`src/rtl/alu_operand_sequencer.sv`:
```
// Issue stage for the 16-bit ALU: small operand register file, valid/ready request port,
// three-cycle IDLE/EXEC/FLAG sequence. Optional immediate operand B under `ALU_SEQ_IMM_EN`.
module alu_operand_sequencer #(
   parameter int  NUM_REGS = 4,
   parameter int  DATA_W   = 16,
   localparam int IDX_W    = $clog2(NUM_REGS)
) (
   input  logic              i_clk,
   input  logic              i_rst_n,
   input  logic              i_req_valid,
   output logic              o_req_ready,
   input  logic [4:0]        i_req_fun_sel,
   input  logic [IDX_W-1:0]  i_req_src_a,
   input  logic [IDX_W-1:0]  i_req_src_b,
   input  logic [IDX_W-1:0]  i_req_dst,
   input  logic              i_req_wf,
`ifdef ALU_SEQ_IMM_EN
   input  logic              i_req_imm_sel,
   input  logic [DATA_W-1:0] i_req_imm,
`endif
   input  logic              i_load_en,
   input  logic [IDX_W-1:0]  i_load_sel,
   input  logic [DATA_W-1:0] i_load_data,
   output logic [DATA_W-1:0] o_alu_a,
   output logic [DATA_W-1:0] o_alu_b,
   output logic [4:0]        o_alu_fun_sel,
   output logic              o_alu_wf,
   input  logic [DATA_W-1:0] i_alu_out,
   input  logic [3:0]        i_alu_flags,
   output logic              o_done_valid,
   output logic [DATA_W-1:0] o_done_data,
   output logic [3:0]        o_done_flags
);

   typedef enum logic [1:0] {S_IDLE, S_EXEC, S_FLAG} state_t;

   state_t              r_state;
   logic [DATA_W-1:0]   r_regs [NUM_REGS];
   logic [DATA_W-1:0]   r_alu_a;
   logic [DATA_W-1:0]   r_alu_b;
   logic [4:0]          r_alu_fun_sel;
   logic                r_alu_wf;
   logic [IDX_W-1:0]    r_dst;
   logic [DATA_W-1:0]   r_wb_data;
   logic                r_done_valid;
   logic [DATA_W-1:0]   r_done_data;
   logic [3:0]          r_done_flags;

   logic                w_accept;
   logic                w_wb_en;
   logic [DATA_W-1:0]   w_wb_data;
   logic [DATA_W-1:0]   w_opnd_a;
   logic [DATA_W-1:0]   w_opnd_b;
   logic [DATA_W-1:0]   w_reg_next [NUM_REGS];

   assign o_req_ready = (r_state == S_IDLE) && i_rst_n;
   assign w_accept    = i_req_valid && o_req_ready;
   assign w_wb_en     = (r_state == S_EXEC);

   // 8-bit operations only own the low byte of the destination
   assign w_wb_data = r_alu_fun_sel[4] ? i_alu_out
                                       : {{(DATA_W-8){1'b0}}, i_alu_out[7:0]};

   // Operands are captured with any load landing on the accept edge already applied
   assign w_opnd_a = (i_load_en && (i_load_sel == i_req_src_a)) ? i_load_data
                                                                 : r_regs[i_req_src_a];
`ifdef ALU_SEQ_IMM_EN
   assign w_opnd_b = i_req_imm_sel ? i_req_imm
                   : (i_load_en && (i_load_sel == i_req_src_b)) ? i_load_data
                                                                : r_regs[i_req_src_b];
`else
   assign w_opnd_b = (i_load_en && (i_load_sel == i_req_src_b)) ? i_load_data
                                                                : r_regs[i_req_src_b];
`endif

   // Writeback has priority over a direct load to the same register
   generate
      for (genvar gi = 0; gi < NUM_REGS; gi++) begin : g_reg_next
         assign w_reg_next[gi] =
            (w_wb_en && (r_dst == IDX_W'(gi)))         ? w_wb_data   :
            (i_load_en && (i_load_sel == IDX_W'(gi)))  ? i_load_data :
                                                         r_regs[gi];
      end
   endgenerate

   always_ff @(posedge i_clk or negedge i_rst_n) begin
      if (!i_rst_n) begin
         for (int i = 0; i < NUM_REGS; i++) r_regs[i] <= '0;
      end else begin
         for (int i = 0; i < NUM_REGS; i++) r_regs[i] <= w_reg_next[i];
      end
   end

   always_ff @(posedge i_clk or negedge i_rst_n) begin
      if (!i_rst_n) begin
         r_state       <= S_IDLE;
         r_alu_a       <= '0;
         r_alu_b       <= '0;
         r_alu_fun_sel <= '0;
         r_alu_wf      <= 1'b0;
         r_dst         <= '0;
         r_wb_data     <= '0;
         r_done_valid  <= 1'b0;
         r_done_data   <= '0;
         r_done_flags  <= '0;
      end else begin
         r_done_valid <= 1'b0;
         case (r_state)
            S_IDLE: begin
               if (w_accept) begin
                  r_state       <= S_EXEC;
                  r_alu_a       <= w_opnd_a;
                  r_alu_b       <= w_opnd_b;
                  r_alu_fun_sel <= i_req_fun_sel;
                  r_alu_wf      <= i_req_wf;
                  r_dst         <= i_req_dst;
               end
            end
            S_EXEC: begin
               r_state   <= S_FLAG;
               r_alu_wf  <= 1'b0;
               r_wb_data <= w_wb_data;
            end
            S_FLAG: begin
               // ALU flags latched on the EXEC edge are visible now
               r_state       <= S_IDLE;
               r_alu_a       <= '0;
               r_alu_b       <= '0;
               r_alu_fun_sel <= '0;
               r_done_valid  <= 1'b1;
               r_done_data   <= r_wb_data;
               r_done_flags  <= i_alu_flags;
            end
            default: r_state <= S_IDLE;
         endcase
      end
   end

   assign o_alu_a       = r_alu_a;
   assign o_alu_b       = r_alu_b;
   assign o_alu_fun_sel = r_alu_fun_sel;
   assign o_alu_wf      = r_alu_wf;
   assign o_done_valid  = r_done_valid;
   assign o_done_data   = r_done_data;
   assign o_done_flags  = r_done_flags;

endmodule

```
`config.mk`:
```
export PLATFORM = sky130hd
export DESIGN_NAME = alu_operand_sequencer
export DESIGN_NICKNAME = d
export VERILOG_FILES = /design/src/rtl/alu_operand_sequencer.sv
export SDC_FILE = /design/constraint.sdc
export NUM_CORES = 1
export LEC_CHECK = 0
export ABC_AREA = 1
export ABC_CLOCK_PERIOD_IN_PS = 1460
export CAP_MARGIN = 20
export CORE_ASPECT_RATIO = 2
export CORE_MARGIN = 3
export CORE_UTILIZATION = 30
export CTS_CLUSTER_SIZE = 12
export DETAILED_ROUTE_END_ITERATION = 16
export PLACE_DENSITY = 0.57
export SYNTH_ARGS = -nofsm -noshare
export SYNTH_HDL_FRONTEND = slang
export SYNTH_SLANG_ARGS = --single-unit
export TNS_END_PERCENT = 100
```
`constraint.sdc`:
```
create_clock -name i_clk -period 1.46 [get_ports i_clk]
set_input_delay 0.146 -clock i_clk [delete_from_list [all_inputs] [get_ports i_clk]]
set_output_delay 0.146 -clock i_clk [all_outputs]
set_load 0.03 [all_outputs]
```
==> flow_summary.ini, run 1 <==
[status]
status = finished clean

[global_route]
grt_max_degree = 144
grt_overflow = 0
grt_pass1_wl_mm = 43.7
grt_pass1_vias = 7462
antenna_found_initial = 0
grt_usage_pct = 21.2

[floorplan]
start_util_pct = 30.6
dieArea_um2 = 27100
placementRows = 81
ios = 114
die_h_um = 230
core_area_um2 = 24500
dieWidth_um = 118

[placement]
dpl.hpwl_mm = 20.7
gp_congestion = 0.941
place_inst = 1469
port_buffers = 113

[synthesis]
synth_cell_types = 23
avgSynthCellArea_um2 = 7.40
synth_fp_nets = 1069
netlist_area_um2 = 7510
ys_async_sr_fraction_pct = 100
yosys_register_bits = 143
synth_edf_count = 0
synthFlopType = dfrtp_1
yosysWarnings = 0
syn-instance-count = 1015
yosysSeqAreaShare_pct = 47.7

[sta]
timing.final.crit_share_pct = 95.3
holdWs_ps = 248
rsz0062_at_grt = yes
setup_violations = 0
fmax_mhz = 719
fin_crit_ps = 1390
slew_headroom_pct = 45.7
finClkSkew_ps = 9.06
hold_viol_final = 0
tightest_slew_ps = 815
slew_violations = 0

[detailed_routing]
drtIter0Drc = 602
wire_per_inst_um = 19.1
antenna_left = 0
dr.pass1.iters = 6
vias_per_cell = 5.12
drc = 0
num_vias = 7684
finalWirelength_mm = 28.6

[worst_setup_path]
cp-start-kind = flop
crit_arrival_ps = 1240
required_ps = 1310
critical_path_class = reg2out
cp_max_fo = 3
end_kind = primary output

[cells_and_area]
layout.nets = 1211
area_growth_pct = 33.6
antennaDiodeCount = 0
final_cells = 1502
drive_gt1_share_pct = 11.8
regArea_um2 = 3580
n_fill_cell = 2578
multi_input_area_um2 = 3480

[power]
cellLeakagePower_nw = 4.95
power_density_nw_per_um2 = 1410
vdd_drop_max_mv = 0.753

[cts]
cts_setup_buffers = 0
htreeDepth = 4
cts_sinks = 143
cts_made_buffers = 17
clk_pin_slew_ps = 60
root_buffer = clkbuf_16
clockBufferDepth = 2
cts_tree = done
clk_latency_ps = 440

[run]
drv_cap = 0

[min_path]
hp-class = in2reg
routing by layer:
| metal | wire, µm | vias to the layer above | GRT usage [%] |
|---|---|---|---|
| li1 | - | 3647 | - |
| met1 | 9850 | 3634 | 21.9 |
| met2 | 15300 | 296 | 38.9 |
| met3 | 1200 | 107 | 3.64 |
| met4 | 2260 | 0 | 13.8 |
| met5 | 0 | - | 0 |
per-stage QoR:
stage	total power [mW]	cell area [µm²]	util, %	TNS [ps]	worst slack [ps]
after floorplan	7.92	7510	-	0	75.9
after global placement	9.95	9450	38.5	-20530	-348
after detailed placement	10.0	9450	38.5	-21650	-367
after CTS	14.2	9990	40.7	0	13.5
after global routing	14.9	10000	40.9	-65.3	-20.5
final	14.1	10000	40.9	0	69.1
Yosys cell counts (7+ instances only):
| library cell | n | area, µm² |
|---|---|---|
| inv_1 | 35 | 131 |
| dfrtp_1 | 143 | 3580 |
| clkbuf_1 | 27 | 101 |
| nand2_1 | 406 | 1520 |
| nand4_1 | 16 | 100 |
| a21oi_1 | 7 | 35.0 |
| o21ai_0 | 41 | 205 |
| buf_2 | 32 | 160 |
| a31oi_1 | 16 | 100 |
| inv_2 | 9 | 33.8 |
| o211ai_1 | 24 | 180 |
| nand3_1 | 219 | 1100 |
| nor2_1 | 15 | 56.3 |
sequential cells by signal, summed over array words and instances, names as in the netlist:
signal	cells
o_alu_b	16
o_alu_fun_sel	5
o_done_data	16
r_regs	64
o_alu_wf	1
r_state	2
o_done_flags	4
o_done_valid	1
r_wb_data	16
o_alu_a	16
r_dst	2
cells by family (layout without fill, tap and decap cells):
group	count (synthesis)	in the layout	synth area share, %
AO/OA/AOI/OAI	90	90	7.07
buffers and inverters	110	265	6.23
XOR/XNOR	1	1	0.217
AND/OR/NAND/NOR	671	671	38.8
flip-flops	143	143	47.7
area by class of cell:
type | instances | share of cell area [%]
Sequential cell | 143 | 35.7
Multi-Input combinational cell | 762 | 34.7
Timing Repair Buffer | 189 | 17.8
Clock buffer | 21 | 4.69
Tap cell | 332 | 4.14
Inverter | 44 | 1.67
Clock inverter | 11 | 1.27
where the power goes:
group,internal (mW),switching [mW]
clock network,2.67,1.82
logic,1.46,2.57
registers,4.89,0.730
total,9.02,5.11
final timing paths:
path                       cells past startpoint                    startpoint  slack (ps)                           end
max                                            4        r_state[1]$_DFFE_PN0P_          70                   o_req_ready
min in group asynchronous                      3                       i_rst_n         390   o_done_flags[3]$_DFFE_PN0P_
max reg2reg                                    8        r_state[1]$_DFFE_PN0P_         110        o_alu_b[5]$_DFFE_PN0P_
min reg2reg                                    2  o_alu_fun_sel[0]$_DFFE_PN0P_         460  o_alu_fun_sel[0]$_DFFE_PN0P_
max in group asynchronous                      3                       i_rst_n         440        o_alu_a[9]$_DFFE_PN0P_
min                                            3                i_alu_flags[2]         250   o_done_flags[2]$_DFFE_PN0P_
what timing repair did:
action | CTS | global route
gates cloned | 0 | 1
gates resized for setup | 61 | 5
pin swaps | 2 | 1
hold buffers | 1 | 0
hold endpoints to repair | 143 | 0
setup endpoints to repair | 75 | 65
critical path, stage by stage (launching register included):
cell,delay (ps)
dfrtp_1,430
nor2_2,110
nand2_1,70
inv_2,70
buf_6,130
placed cells by master, fill, tap and decap left out:
cell,n
o21ai_1,2
a31oi_1,16
inv_8,1
inv_2,8
clkdlybuf4s50_1,52
o21ai_0,41
clkbuf_1,1
buf_6,2
buf_12,11
a21oi_1,7
nand3_2,1
nand2_4,1
nand4_1,16
clkinv_2,3
dlygate4sd3_1,1
nor2_2,1
nor2_1,13
inv_6,3
nand3_4,1
nor2_4,7
nand2_2,8
nand3_1,219
buf_4,64
inv_1,35
bufinv_16,2
xnor2_2,1
dlygate4sd2_1,58
clkbuf_16,18
nand2_1,404
clkinvlp_4,2
dfrtp_1,143
inv_4,1
clkbuf_8,3
o211ai_1,24
(Power assumes the default switching activity.)
==> inputs of run 2 (changes only) <==
--- a/config.mk
+++ b/config.mk
@@ -5,15 +5,15 @@
 export SDC_FILE = /design/constraint.sdc
 export NUM_CORES = 1
 export LEC_CHECK = 0
-export ABC_AREA = 1
+export ABC_AREA = 0
 export ABC_CLOCK_PERIOD_IN_PS = 1460
-export CAP_MARGIN = 20
 export CORE_ASPECT_RATIO = 2
 export CORE_MARGIN = 3
 export CORE_UTILIZATION = 30
+export CTS_CLUSTER_DIAMETER = 200
 export CTS_CLUSTER_SIZE = 12
 export DETAILED_ROUTE_END_ITERATION = 16
-export PLACE_DENSITY = 0.57
+export PLACE_DENSITY = 0.58
 export SYNTH_ARGS = -nofsm -noshare
 export SYNTH_HDL_FRONTEND = slang
 export SYNTH_SLANG_ARGS = --single-unit
==> flow_summary.ini, run 2 <==
[status]
status = finished clean

[worst_setup_path]
crit_arrival_ps = 1300
crit_start = r_state[1]$_DFFE_PN0P_
cp_max_fo = 7
crit_end = o_req_ready
end_kind = primary output
r2r_cells = 5
ff2ff_setup_slack_ps = 40
r2r-start = r_state[1]$_DFFE_PN0P_
required_ps = 1310
critical_path_class = reg2out
cp-start-kind = flop
r2r-end = o_done_data[10]$_DFFE_PN0P_

[floorplan]
placementRows = 80
ios = 114
start_util_pct = 30.8
dieArea_um2 = 26800
dieWidth_um = 117
core_area_um2 = 24100
die_h_um = 229

[synthesis]
yosysWarnings = 0
yosysSeqAreaShare_pct = 48.1
yosys_register_bits = 143
avgSynthCellArea_um2 = 11.3
synth.most_common_cell = dfrtp_1
synth.top_cell.area_share_pct = 48.1
synth_fp_nets = 712
syn-instance-count = 658
synth_edf_count = 0
synth_area_leaders = dfrtp_1 (48%), mux4_2 (8.8%), mux2i_1 (8.6%), nand2_1 (4.9%), nand3_1 (4.7%)
yosysTopAreaCell = dfrtp_1
netlist_area_um2 = 7440
synth_cell_types = 31
synthFlopType = dfrtp_1
synth_common_cells = dfrtp_1 (143), nand2_1 (98), nand3_1 (70)
ys_async_sr_fraction_pct = 100

[sta]
timing.final.crit_share_pct = 98.8
tightest_slew_ps = 863
finClkSkew_ps = 5.21
rsz0062_at_grt = yes
setup_violations = 0
fmax_mhz = 693
fin_tns_setup_ps = 0
slew_violations = 0
holdWs_ps = 171
slew_headroom_pct = 42.3
fin_crit_ps = 1440
hold_viol_final = 0

[global_route]
grt_pass1_vias = 6050
antenna_found_initial = 1
grt_pass1_wl_mm = 34.2
grt_usage_pct = 16.2
grt_max_degree = 125
grt_overflow = 0

[run]
drv_cap = 0

[placement]
gp_congestion = 0.799
placed_cell_area_um2 = 9230
port_buffers = 113
dpl.hpwl_mm = 15.2

[cts]
cts_sinks = 143
clk_latency_ps = 430
clk_pin_slew_ps = 60
root_buffer = clkbuf_16
htreeDepth = 4
clockBufferDepth = 2
cts_tree = done
cts_made_buffers = 17

[cells_and_area]
area_growth_pct = 32.7
final_area_um2 = 9870
drive_gt1_share_pct = 19.5
n_fill_cell = 2296
post-route-util_pct = 40.9
layout_commonest_cell = dfrtp_1
largest_reg_flops = 64
largest_register = r_regs
final_cell_mix = dfrtp_1 (142), nand2_1 (98), nand3_1 (70)
layout.nets = 830

[detailed_routing]
dr.pass1.iters = 4
wire_per_inst_um = 19.3
antenna_left = 0
drtIter0Drc = 339
finalWirelength_mm = 21.6
vias_per_cell = 5.06
drc = 0
num_vias = 5659

[min_path]
hp-class = in2reg
hold_start = i_rst_n

[power]
vdd_drop_max_mv = 0.652
power_density_nw_per_um2 = 1450
power_mw = 14.3
cellLeakagePower_nw = 4.47
==> run 2: changes by cell type in the layout (fill, tap and decap cells not counted), sizes merged, moves of 28 or more <==
cell    before  now
nand2      413   98
mux2i        0   64
buf         77   49
o311ai       0   32
mux4         0   32
nand3      221   70
inv         48    4
==> run 2: where the power goes <==
part | switching, mW | internal, mW
clock network | 1.63 | 2.47
registers | 0.739 | 5.07
logic | 2.44 | 2.00
total | 4.80 | 9.53
==> run 2: layer usage <==
metal / track usage (%) / routed length (µm)
met1: 17.2 / 8160
met2: 30.7 / 12100
met3: 2.85 / 597
met4: 7.27 / 777
met5: 0 / 0
==> run 2: logic make-up (layout without fill, tap and decap cells) <==
| logic type | count (synthesis) | count (layout) | share of synthesized area [%] |
|---|---|---|---|
| AND/OR/NAND/NOR | 189 | 189 | 11.6 |
| flip-flops | 143 | 143 | 48.1 |
| AO/OA/AOI/OAI | 137 | 137 | 12.7 |
| multiplexers | 116 | 116 | 21.5 |
| buffers and inverters | 69 | 200 | 4.88 |
| XOR/XNOR | 4 | 4 | 1.18 |
| other | 0 | 1 | 0 |
==> run 2: repair_timing <==
item                                    in CTS  in global routing
hold buffers                                 2                  0
gates cloned                                 1                  2
endpoints found under the setup margin      73                 48
endpoints found under the hold margin      143                  0
pin swaps                                    1                  1
buffers inserted                             2                  0
gates resized for setup                     62                  8
==> run 2: cell type report <==
type	count	area, µm²	area share, %
clock inverter	6	57.6	0.583
multi-input combinational	446	3540	35.9
tap	328	410	4.16
timing repair buffer	164	1770	17.9
antenna	1	2.50	0.0254
clock buffer	26	489	4.96
inverter	4	17.5	0.178
sequential	143	3580	36.3
==> run 2: stage by stage <==
stage                     worst slack (ps)  cells
after floorplan                       16.6    658
after global placement                -432   1078
after detailed placement              -456   1078
after CTS                            -24.0   1115
after global routing                 -25.5   1118
final                                 17.6   1118
==> run 2: worst max-delay path, stage by stage (launching register included) <==
cell and delay [ps]:
dfrtp_1 400, buf_6 140, nor3b_2 150, buf_4 180
==> run 2: worst min path at each step <==
stage               slack (ps)                           to  depth (start not counted)
detailed placement         150  o_done_flags[2]$_DFFE_PN0P_                          2
CTS                        190       r_state[0]$_DFFE_PN0P_                          4
global route               190       r_state[0]$_DFFE_PN0P_                          4
finish                     170       r_state[0]$_DFFE_PN0P_                          4
floorplan                 -150       o_alu_a[0]$_DFFE_PN0P_                          0
global placement           150       r_state[1]$_DFFE_PN0P_                          2
